--- config.mk ---
export PLATFORM = sky130hd
export DESIGN_NAME = spi_arbitro
export DESIGN_NICKNAME = d
export VERILOG_FILES = /design/src/rtl/spi_pkg.sv /design/src/rtl/spi_rr_arbiter.sv /design/src/rtl/spi_arbitro.sv
export SDC_FILE = /design/constraint.sdc
export NUM_CORES = 1
export LEC_CHECK = 0
export ABC_AREA = 1
export BUFFER_PORTS_ARGS = -buffer_cell sky130_fd_sc_hd__buf_2
export CORE_ASPECT_RATIO = 1.4
export CORE_MARGIN = 2
export CORE_UTILIZATION = 56
export DETAILED_ROUTE_END_ITERATION = 8
export PLACE_DENSITY = 0.86
export SYNTH_ARGS = -nofsm -noshare
export SYNTH_HDL_FRONTEND = slang
export SYNTH_SLANG_ARGS = --single-unit
--- constraint.sdc ---
create_clock -name clk -period 2.8 [get_ports clk]
set_input_delay 0.14 -clock clk [delete_from_list [all_inputs] [get_ports clk]]
set_output_delay 0.14 -clock clk [all_outputs]
set_load 0.01 [all_outputs]
--- src/rtl/spi_pkg.sv ---
// Shared types for the spi_arbitro SPI master: FSM state encoding and
// SPI mode constants packed as {CKP,CPH}.
package spi_pkg;

   typedef enum logic [2:0] {
      ST_IDLE     = 3'd0,
      ST_SETUP    = 3'd1,
      ST_TRANSFER = 3'd2,
      ST_HOLD     = 3'd3,
      ST_DONE     = 3'd4
   } state_e;

   localparam logic [1:0] MODE0 = 2'b00;
   localparam logic [1:0] MODE1 = 2'b01;
   localparam logic [1:0] MODE2 = 2'b10;
   localparam logic [1:0] MODE3 = 2'b11;

endpackage

--- src/rtl/spi_rr_arbiter.sv ---
// Combinational one-hot requester pick. Round-robin from ptr by default;
// with SPI_ARB_PRIO_EN defined, fixed priority (lowest index wins, ptr ignored).
module spi_rr_arbiter #(
   parameter int N_REQ = 2,
   parameter int PW    = 1
) (
   input  logic [N_REQ-1:0] req,
   input  logic [PW-1:0]    ptr,
   output logic [N_REQ-1:0] gnt,
   output logic [PW-1:0]    idx
);

`ifdef SPI_ARB_PRIO_EN
   always_comb begin
      gnt = '0;
      idx = '0;
      // Walk downwards so the lowest pending index is the last one written.
      for (int k = N_REQ - 1; k >= 0; k--) begin
         if (req[PW'(k)]) begin
            gnt         = '0;
            gnt[PW'(k)] = 1'b1;
            idx         = PW'(k);
         end
      end
   end
`else
   int            s;
   logic          found;
   logic [PW-1:0] j;

   always_comb begin
      gnt   = '0;
      idx   = '0;
      s     = 0;
      found = 1'b0;
      j     = '0;
      for (int k = 0; k < N_REQ; k++) begin
         s = int'(ptr) + k;
         if (s >= N_REQ) s = s - N_REQ;
         j = PW'(s);
         if (!found && req[j]) begin
            found  = 1'b1;
            gnt[j] = 1'b1;
            idx    = j;
         end
      end
   end
`endif

endmodule

--- src/rtl/spi_arbitro.sv ---
// SPI master sharing one bus between N_REQ requesters with per-requester mode.
// Arbitration is round-robin unless SPI_ARB_PRIO_EN is defined (fixed priority).
module spi_arbitro
   import spi_pkg::*;
#(
   parameter int N_REQ = 2,
   parameter int WIDTH = 16,
   parameter int DIV   = 2
) (
   input  logic                   clk,
   input  logic                   reset,
   input  logic [N_REQ-1:0]       req,
   input  logic [N_REQ-1:0]       CKP,
   input  logic [N_REQ-1:0]       CPH,
   input  logic [N_REQ*WIDTH-1:0] tx_data,
   output logic [N_REQ-1:0]       gnt,
   output logic                   busy,
   output logic                   done,
   output logic [WIDTH-1:0]       rx_data,
   output logic                   SCK,
   output logic [N_REQ-1:0]       CS,
   output logic                   MOSI,
   input  logic                   MISO,
   output state_e                 dbg_state
);

   localparam int PW = (N_REQ > 1) ? $clog2(N_REQ) : 1;
   localparam int DW = (DIV > 1) ? $clog2(DIV) : 1;
   localparam int HW = $clog2(2 * WIDTH);

   state_e             state_q, state_d;
   logic [N_REQ-1:0]   gnt_q, gnt_d, cs_q, cs_d, arb_gnt;
   logic [PW-1:0]      idx_q, idx_d, ptr_q, ptr_d, arb_idx;
   logic               ckp_q, ckp_d, cph_q, cph_d, sck_q, sck_d;
   logic               mosi_q, mosi_d, done_q, done_d;
   logic [WIDTH-1:0]   shift_q, shift_d, rx_q, rx_d, tx_word;
   logic [DW-1:0]      div_q, div_d;
   logic [HW-1:0]      half_q, half_d;
   logic               half_end, fire, lead;

   spi_rr_arbiter #(.N_REQ(N_REQ), .PW(PW)) u_arb (
      .req (req),
      .ptr (ptr_q),
      .gnt (arb_gnt),
      .idx (arb_idx)
   );

   always_comb begin
      tx_word = tx_data[WIDTH-1:0];
      for (int k = 1; k < N_REQ; k++) begin
         if (arb_idx == PW'(k)) tx_word = tx_data[k*WIDTH +: WIDTH];
      end
   end

   assign half_end = (div_q == DW'(DIV - 1));

   always_comb begin
      state_d = state_q;
      gnt_d   = gnt_q;
      idx_d   = idx_q;
      ptr_d   = ptr_q;
      ckp_d   = ckp_q;
      cph_d   = cph_q;
      shift_d = shift_q;
      div_d   = div_q;
      half_d  = half_q;
      sck_d   = sck_q;
      cs_d    = cs_q;
      mosi_d  = mosi_q;
      done_d  = 1'b0;
      rx_d    = rx_q;
      fire    = 1'b0;
      lead    = 1'b0;
      case (state_q)
         ST_IDLE: begin
            div_d = '0;
            if (|req) begin
               state_d = ST_SETUP;
               gnt_d   = arb_gnt;
               idx_d   = arb_idx;
               ckp_d   = CKP[arb_idx];
               cph_d   = CPH[arb_idx];
               shift_d = tx_word;
               sck_d   = CKP[arb_idx];
               cs_d    = ~arb_gnt;
               mosi_d  = tx_word[WIDTH-1];
            end
         end
         ST_SETUP: begin
            if (half_end) begin
               state_d = ST_TRANSFER;
               div_d   = '0;
               half_d  = '0;
               fire    = 1'b1;
               lead    = 1'b1;
            end else begin
               div_d = div_q + 1'b1;
            end
         end
         ST_TRANSFER: begin
            if (half_end) begin
               div_d = '0;
               if (half_q == HW'(2 * WIDTH - 1)) begin
                  state_d = ST_HOLD;
               end else begin
                  // Half-period index h+1 is a leading edge when h is odd.
                  half_d = half_q + 1'b1;
                  fire   = 1'b1;
                  lead   = half_q[0];
               end
            end else begin
               div_d = div_q + 1'b1;
            end
         end
         ST_HOLD: begin
            if (half_end) begin
               state_d = ST_DONE;
               div_d   = '0;
               cs_d    = '1;
               done_d  = 1'b1;
               rx_d    = shift_q;
`ifndef SPI_ARB_PRIO_EN
               ptr_d   = (idx_q == PW'(N_REQ - 1)) ? '0 : idx_q + 1'b1;
`endif
            end else begin
               div_d = div_q + 1'b1;
            end
         end
         ST_DONE: begin
            state_d = ST_IDLE;
            gnt_d   = '0;
         end
         default: state_d = ST_IDLE;
      endcase
      // Sample on the edge selected by CPH, drive the next bit on the other.
      if (fire) begin
         sck_d = ~sck_q;
         if (lead ^ cph_q) shift_d = {shift_q[WIDTH-2:0], MISO};
         else              mosi_d  = shift_q[WIDTH-1];
      end
   end

   always_ff @(posedge clk) begin
      if (!reset) begin
         state_q <= ST_IDLE;
         gnt_q   <= '0;
         idx_q   <= '0;
         ptr_q   <= '0;
         ckp_q   <= 1'b0;
         cph_q   <= 1'b0;
         shift_q <= '0;
         div_q   <= '0;
         half_q  <= '0;
         sck_q   <= 1'b0;
         cs_q    <= '1;
         mosi_q  <= 1'b0;
         done_q  <= 1'b0;
         rx_q    <= '0;
      end else begin
         state_q <= state_d;
         gnt_q   <= gnt_d;
         idx_q   <= idx_d;
         ptr_q   <= ptr_d;
         ckp_q   <= ckp_d;
         cph_q   <= cph_d;
         shift_q <= shift_d;
         div_q   <= div_d;
         half_q  <= half_d;
         sck_q   <= sck_d;
         cs_q    <= cs_d;
         mosi_q  <= mosi_d;
         done_q  <= done_d;
         rx_q    <= rx_d;
      end
   end

   assign gnt       = gnt_q;
   assign busy      = |gnt_q;
   assign done      = done_q;
   assign rx_data   = rx_q;
   assign SCK       = sck_q;
   assign CS        = cs_q;
   assign MOSI      = mosi_q;
   assign dbg_state = state_q;

endmodule

==> flow_summary.yaml, run 1 <==
pwr:
  power_density_nw_per_um2: 802
  irDropWorstVdd_mv: 0.437
  power_w: 0.00243
  leakage_nw: 1.47
final_layout:
  antenna_cells: 0
  fin_nets: 496
  layout_commonest_cell: "nand2_1"
  area_growth_pct: 15.8
  final_area_um2: 3030
  final_cell_mix: "105 x nand2_1, 67 x buf_2, 51 x dfxtp_1, 51 x inv_1, 48 x nor2_1"
  final_util_pct: 67.2
  layout-drive-gt1-share_pct: 22.5
  fillers: 418
worst_hold_path:
  whs_path_depth: 3
  holdCritPathClass: "in -> reg"
  hold_path_end: "cph_q"
  min_from: "CPH[1]"
critical_path:
  worst_r2r_path_depth: 14
  r2r_end: "shift_q[8]"
  cp-end-kind: "flop"
  ff2ff_setup_slack_ns: 0.81
  required_ns: 3.00
  cp_data_arrival_time_ns: 2.19
  crit_fanout: 32
  rr_startpoint: "half_q[0]"
  startpoint_type: "flop"
  path_class: "reg -> reg"
job:
  cap_violations: 0
grt:
  grt_antenna_before_repair: 0
  grt_pass1_wl_mm: 9.92
  gr-total-overflow: 0
  grt_start_max_net_pins: 35
  grt_usage_pct: 24.2
  grt_pass1_vias: 2376
drt:
  via_per_inst: 4.93
  wirelength_mm: 5.85
  routed-via-count: 2545
  drt_iter0_drc: 112
  drtPass1Iterations: 5
  drt_drc_violations_left: 0
  wire_per_inst_um: 11.3
  postRouteAntennaNets: 0
logic_synthesis:
  ys_seq_area_share_pct: 39.1
  syn_area_um2: 2610
  ys.warnings.count: 0
  yosys.cell_types.count: 33
  ys_ff_latch: 51
  syn-num-nets: 437
  syn_avg_cell_area_um2: 6.63
  syn_inst: 394
timing:
  maxSlewHeadroom_pct: 55.8
  finalSetupTns_ns: 0
  maxSlewViolCount: 0
  tightest_slew_ns: 0.663
  worst_clock_skew_ns: 0.00710
  min_period_ns: 1.99
  fmax_ghz: 0.503
  setup-violations-final: 0
  hold_viol: 0
  finalCritPeriodShare_pct: 71.0
  rsz0062_at_grt: "false"
die:
  start_util_pct: 58.1
  num_rows: 29
  pin_count: 68
  core_um2: 4500
  die_h_um: 84.8
  dieArea_um2: 5240
  die_w_um: 61.7
cts:
  clockBufferDepth: 2
  clock_latency_ns: 0.30
  cts.sinks: 51
  cts-root-buf: "clkbuf_8"
  post_cts_buffers: 0
  cts_tree: "built"
  ctsResizeCount: 0
  ctsHtreeMaxLevel: 2
  cts_hold_buf: 0
  cts_buffers: 5
  clkTransAtPathRegs_ns: 0.09
place:
  io_buffers: 67
  place_congestion: 0.880
  placed_area_um2: 2910
  dp_hpwl_mm: 4.21
outcome:
  outcome: "complete, no violations"
-- layout make-up --
cell class | count | area, µm² | share of cell area [%]
Multi-Input combinational cell | 270 | 1240 | 41.1
Sequential cell | 51 | 1020 | 33.7
Timing Repair Buffer | 70 | 358 | 11.8
Inverter | 55 | 206 | 6.82
Clock buffer | 6 | 82.6 | 2.73
Tap cell | 62 | 77.6 | 2.56
Clock inverter | 2 | 35.0 | 1.16
-- logic make-up after synthesis --
kind of cell               after synthesis  synth area share, %
DFF                                     51                 39.1
xor gates and xnor gates                 1                0.335
buffers and inverters                   73                 13.3
and+or+nand+nor                        205                 34.2
adders and majority gates                2                0.958
AOI/OAI and AO/OA                       62                 12.2
-- registers in the layout, indices dropped and copies added (netlist names) --
signal,count
cph_q,1
SCK,1
MOSI,1
dbg_state,3
div_q,1
idx_q,1
CS,2
done,1
shift_q,16
gnt,2
half_q,5
rx_data,16
ptr_q,1
-- worst max-delay path by stage --
| stage | start | cells past startpoint | end |
|---|---|---|---|
| after detailed placement | half_q[0] | 14 | shift_q[9] |
| final | half_q[0] | 14 | shift_q[8] |
| after global placement | half_q[0] | 11 | half_q[3] |
| after floorplan | half_q[0] | 15 | shift_q[10] |
| after global routing | half_q[0] | 14 | shift_q[8] |
| after CTS | half_q[0] | 14 | shift_q[8] |
-- where the power goes --
group / switching (W) / internal (W) / total, W / leakage (nW)
Combinational: 0.000596 / 0.000320 / 0.000917 / 0.993
Sequential: 0.000108 / 0.000873 / 0.000981 / 0.416
Clock: 0.000240 / 0.000289 / 0.000529 / 0.0612
Total: 0.000945 / 0.00148 / 0.00243 / 1.47
-- per-layer routing --
metal	routed length, µm	vias to the layer above	track usage (%)	share of wire, %
li1	-	1336	-	-
met5	0	-	0	0
met2	3060	74	43.1	52
met1	2350	1124	27.7	40
met4	133	0	8.90	2.3
met3	310	11	3.96	5.3
-- through the flow --
stage                     hold slack, ns  setup WS [ns]  instances
after floorplan                    0.297           1.12        394
after global placement             0.427          0.928        508
after detailed placement           0.440          0.844        508
after CTS                          0.117          0.803        516
after global routing               0.126          0.605        516
final                              0.127          0.813        516
-- synth_stat cells --
cell,instances,area [µm²]
nand3_2,2,20.0
nand3_1,21,105
nor2_1,48,180
ha_1,2,25.0
buf_2,7,35.0
o21ai_1,16,80.1
nor3b_1,1,7.51
clkinv_1,1,3.75
o22ai_1,1,6.26
or2_0,1,6.26
nand4_2,1,12.5
xor2_1,1,8.76
dfxtp_1,51,1020
or2_1,1,6.26
nor2_2,3,18.8
nand4_1,3,18.8
nor2_4,1,11.3
nand2_4,1,11.3
nand2_2,12,75.1
a21oi_1,23,115
nand2_1,105,394
buf_1,1,3.75
nor3_1,4,20.0
o21ai_0,19,95.1
or2_2,1,6.26
a31oi_1,1,6.26
o211ai_1,2,15.0
buf_8,1,15.0
inv_2,3,11.3
inv_1,51,191
buf_4,2,15.0
clkbuf_1,1,3.75
buf_6,6,67.6
-- worst max-delay path: stages (launching register included) --
cell	delay, ns
dfxtp_1	0.36
ha_1	0.22
inv_1	0.07
nor2_1	0.05
ha_1	0.16
inv_1	0.08
nand2_1	0.05
nor2_1	0.11
nand2_2	0.08
nand2_1	0.07
nand2_2	0.08
nand2_4	0.25
nand3_1	0.14
nand2_1	0.10
nor2_1	0.05
Power figures use the tool's default switching activity.
==> run 2, diff against run 1 <==
--- a/config.mk
+++ b/config.mk
@@ -9,9 +9,9 @@
 export BUFFER_PORTS_ARGS = -buffer_cell sky130_fd_sc_hd__buf_2
 export CORE_ASPECT_RATIO = 1.4
 export CORE_MARGIN = 2
-export CORE_UTILIZATION = 56
+export CORE_UTILIZATION = 53
 export DETAILED_ROUTE_END_ITERATION = 8
-export PLACE_DENSITY = 0.86
+export PLACE_DENSITY = 0.82
 export SYNTH_ARGS = -nofsm -noshare
 export SYNTH_HDL_FRONTEND = slang
 export SYNTH_SLANG_ARGS = --single-unit
==> constraint.sdc (replaced) <==
create_clock -name clk -period 1.9 [get_ports clk]
set_input_delay 0.095 -clock clk [delete_from_list [all_inputs] [get_ports clk]]
set_output_delay 0.095 -clock clk [all_outputs]
set_load 0.01 [all_outputs]
==> run 2 against run 1 <==
- cell area up 4.3%
- sequential share of layout area shrank 1.4 points
- die area rose by 5.3%
==> flow_summary.yaml, run 2 (synthesized netlist as in run 1, its figures left out) <==
outcome:
  outcome: "complete, no violations"
job:
  cap_violations: 0
cts:
  ctsHtreeMaxLevel: 2
  cts.sinks: 51
  cts_tree: "built"
  clkTransAtPathRegs_ns: 0.10
  clock_latency_ns: 0.31
  clockBufferDepth: 2
  cts_hold_buf: 0
  cts_buffers: 5
  cts-root-buf: "clkbuf_8"
place:
  io_buffers: 67
  place_congestion: 0.885
  dp_slack_ns: 0.0164
  dp_hpwl_mm: 4.18
worst_hold_path:
  min_from: "CPH[0]"
  holdCritPathClass: "in -> reg"
final_layout:
  layout-drive-gt1-share_pct: 24.6
  final_cell_mix: "104 x nand2_1, 67 x buf_2, 51 x inv_1, 50 x dfxtp_1, 47 x nor2_1"
  fillers: 479
  layout_commonest_cell: "nand2_1"
  antenna_cells: 0
  area_growth_pct: 20.8
  fin_nets: 501
  final_util_pct: 65.7
critical_path:
  cp-end-kind: "flop"
  ff2ff_setup_slack_ns: 0.08
  rr_startpoint: "half_q[0]"
  critPathLaunch: "half_q[0]"
  cp_data_arrival_time_ns: 2.03
  path_class: "reg -> reg"
  required_ns: 2.11
  startpoint_type: "flop"
  crit_fanout: 16
die:
  dieArea_um2: 5510
  core_um2: 4800
  die_w_um: 63.3
  num_rows: 30
  start_util_pct: 54.4
  pin_count: 68
  die_h_um: 87.1
grt:
  grt.met2_usage_pct: 38.8
  grt_start_max_net_pins: 35
  busiest_layer: "met2"
  gr-total-overflow: 0
  grt_pass1_wl_mm: 10.0
  grt_antenna_before_repair: 0
  use_met1_pct: 27.4
  grt_usage_pct: 22.6
  grt_pass1_vias: 2369
  met3_usage_pct: 3.75
timing:
  min_period_ns: 1.82
  tightest_slew_ns: 0.387
  setup_slack_ns: 0.0772
  hold_viol: 0
  finalCritPeriodShare_pct: 95.9
  fmax_ghz: 0.549
  maxSlewViolCount: 0
  hold_ws_ns: 0.0780
  maxSlewHeadroom_pct: 74.2
  worst_clock_skew_ns: 0.00737
  setup-violations-final: 0
  finalSetupTns_ns: 0
drt:
  routed-via-count: 2584
  drtPass1Iterations: 4
  drt_drc_violations_left: 0
  drt_iter0_drc: 133
  via_per_inst: 4.94
  wirelength_mm: 6.08
  wire_per_inst_um: 11.6
  postRouteAntennaNets: 0
pwr:
  irDropWorstVdd_mv: 0.644
  power_density_nw_per_um2: 1180
  power_w: 0.00374
  leakage_nw: 1.51
==> run 2: cell count changes in the layout (fill, tap and decap cells not counted), moves of 2 or more <==
cell,before,now
a21oi_2,0,3
nand2_8,0,3
a21oi_1,23,20
buf_12,0,2
==> run 2: final cells by class <==
type | instances | area, µm² | area share (%)
Clock buffer | 5 | 68.8 | 2.18
Clock inverter | 3 | 46.3 | 1.47
Inverter | 55 | 206 | 6.54
Multi-Input combinational cell | 272 | 1330 | 42.1
Sequential cell | 51 | 1020 | 32.4
Tap cell | 64 | 80.1 | 2.54
Timing Repair Buffer | 73 | 405 | 12.8
==> run 2: timing repair <==
| item | CTS | global route |
|---|---|---|
| endpoints found under the setup margin | 0 | 16 |
| resized for setup | 0 | 12 |
| hold endpoints to repair | 0 | 0 |
| buffers inserted | 0 | 0 |
==> run 2: per-stage QoR <==
step                instance area [µm²]  instances
finish                             3160        523
global placement                   2960        513
global route                       3160        523
floorplan                          2610        394
CTS                                3070        521
detailed placement                 2960        513
==> run 2: worst max-delay path: stages, from the launching register on <==
cell     delay [ns]
dfxtp_1        0.32
ha_1           0.21
inv_1          0.07
nor2_1         0.05
ha_1           0.16
inv_1          0.08
nand2_1        0.07
nor2_2         0.12
nand2_2        0.11
nand3_4        0.17
nand2_8        0.14
a21oi_1        0.17
nor2_1         0.06
==> run 2: worst paths after layout <==
path / end / cells after the start
worst max-delay path: shift_q[12] / 12
worst min-delay path: cph_q / 3
worst max register to register: shift_q[12] / 12
worst min register to register: ptr_q / 1
==> run 2: power breakdown <==
group	switching [W]	internal (W)	leakage, nW
Clock	0.000388	0.000397	0.0548
Sequential	0.000161	0.00129	0.417
Combinational	0.000955	0.000551	1.04
==> run 2: layer usage <==
metal	vias up	share of wire [%]	routed length, µm
met4	0	1.9	114
met5	-	0	0
met3	8	4.8	291
met2	80	51	3100
met1	1142	42	2580
li1	1354	-	-
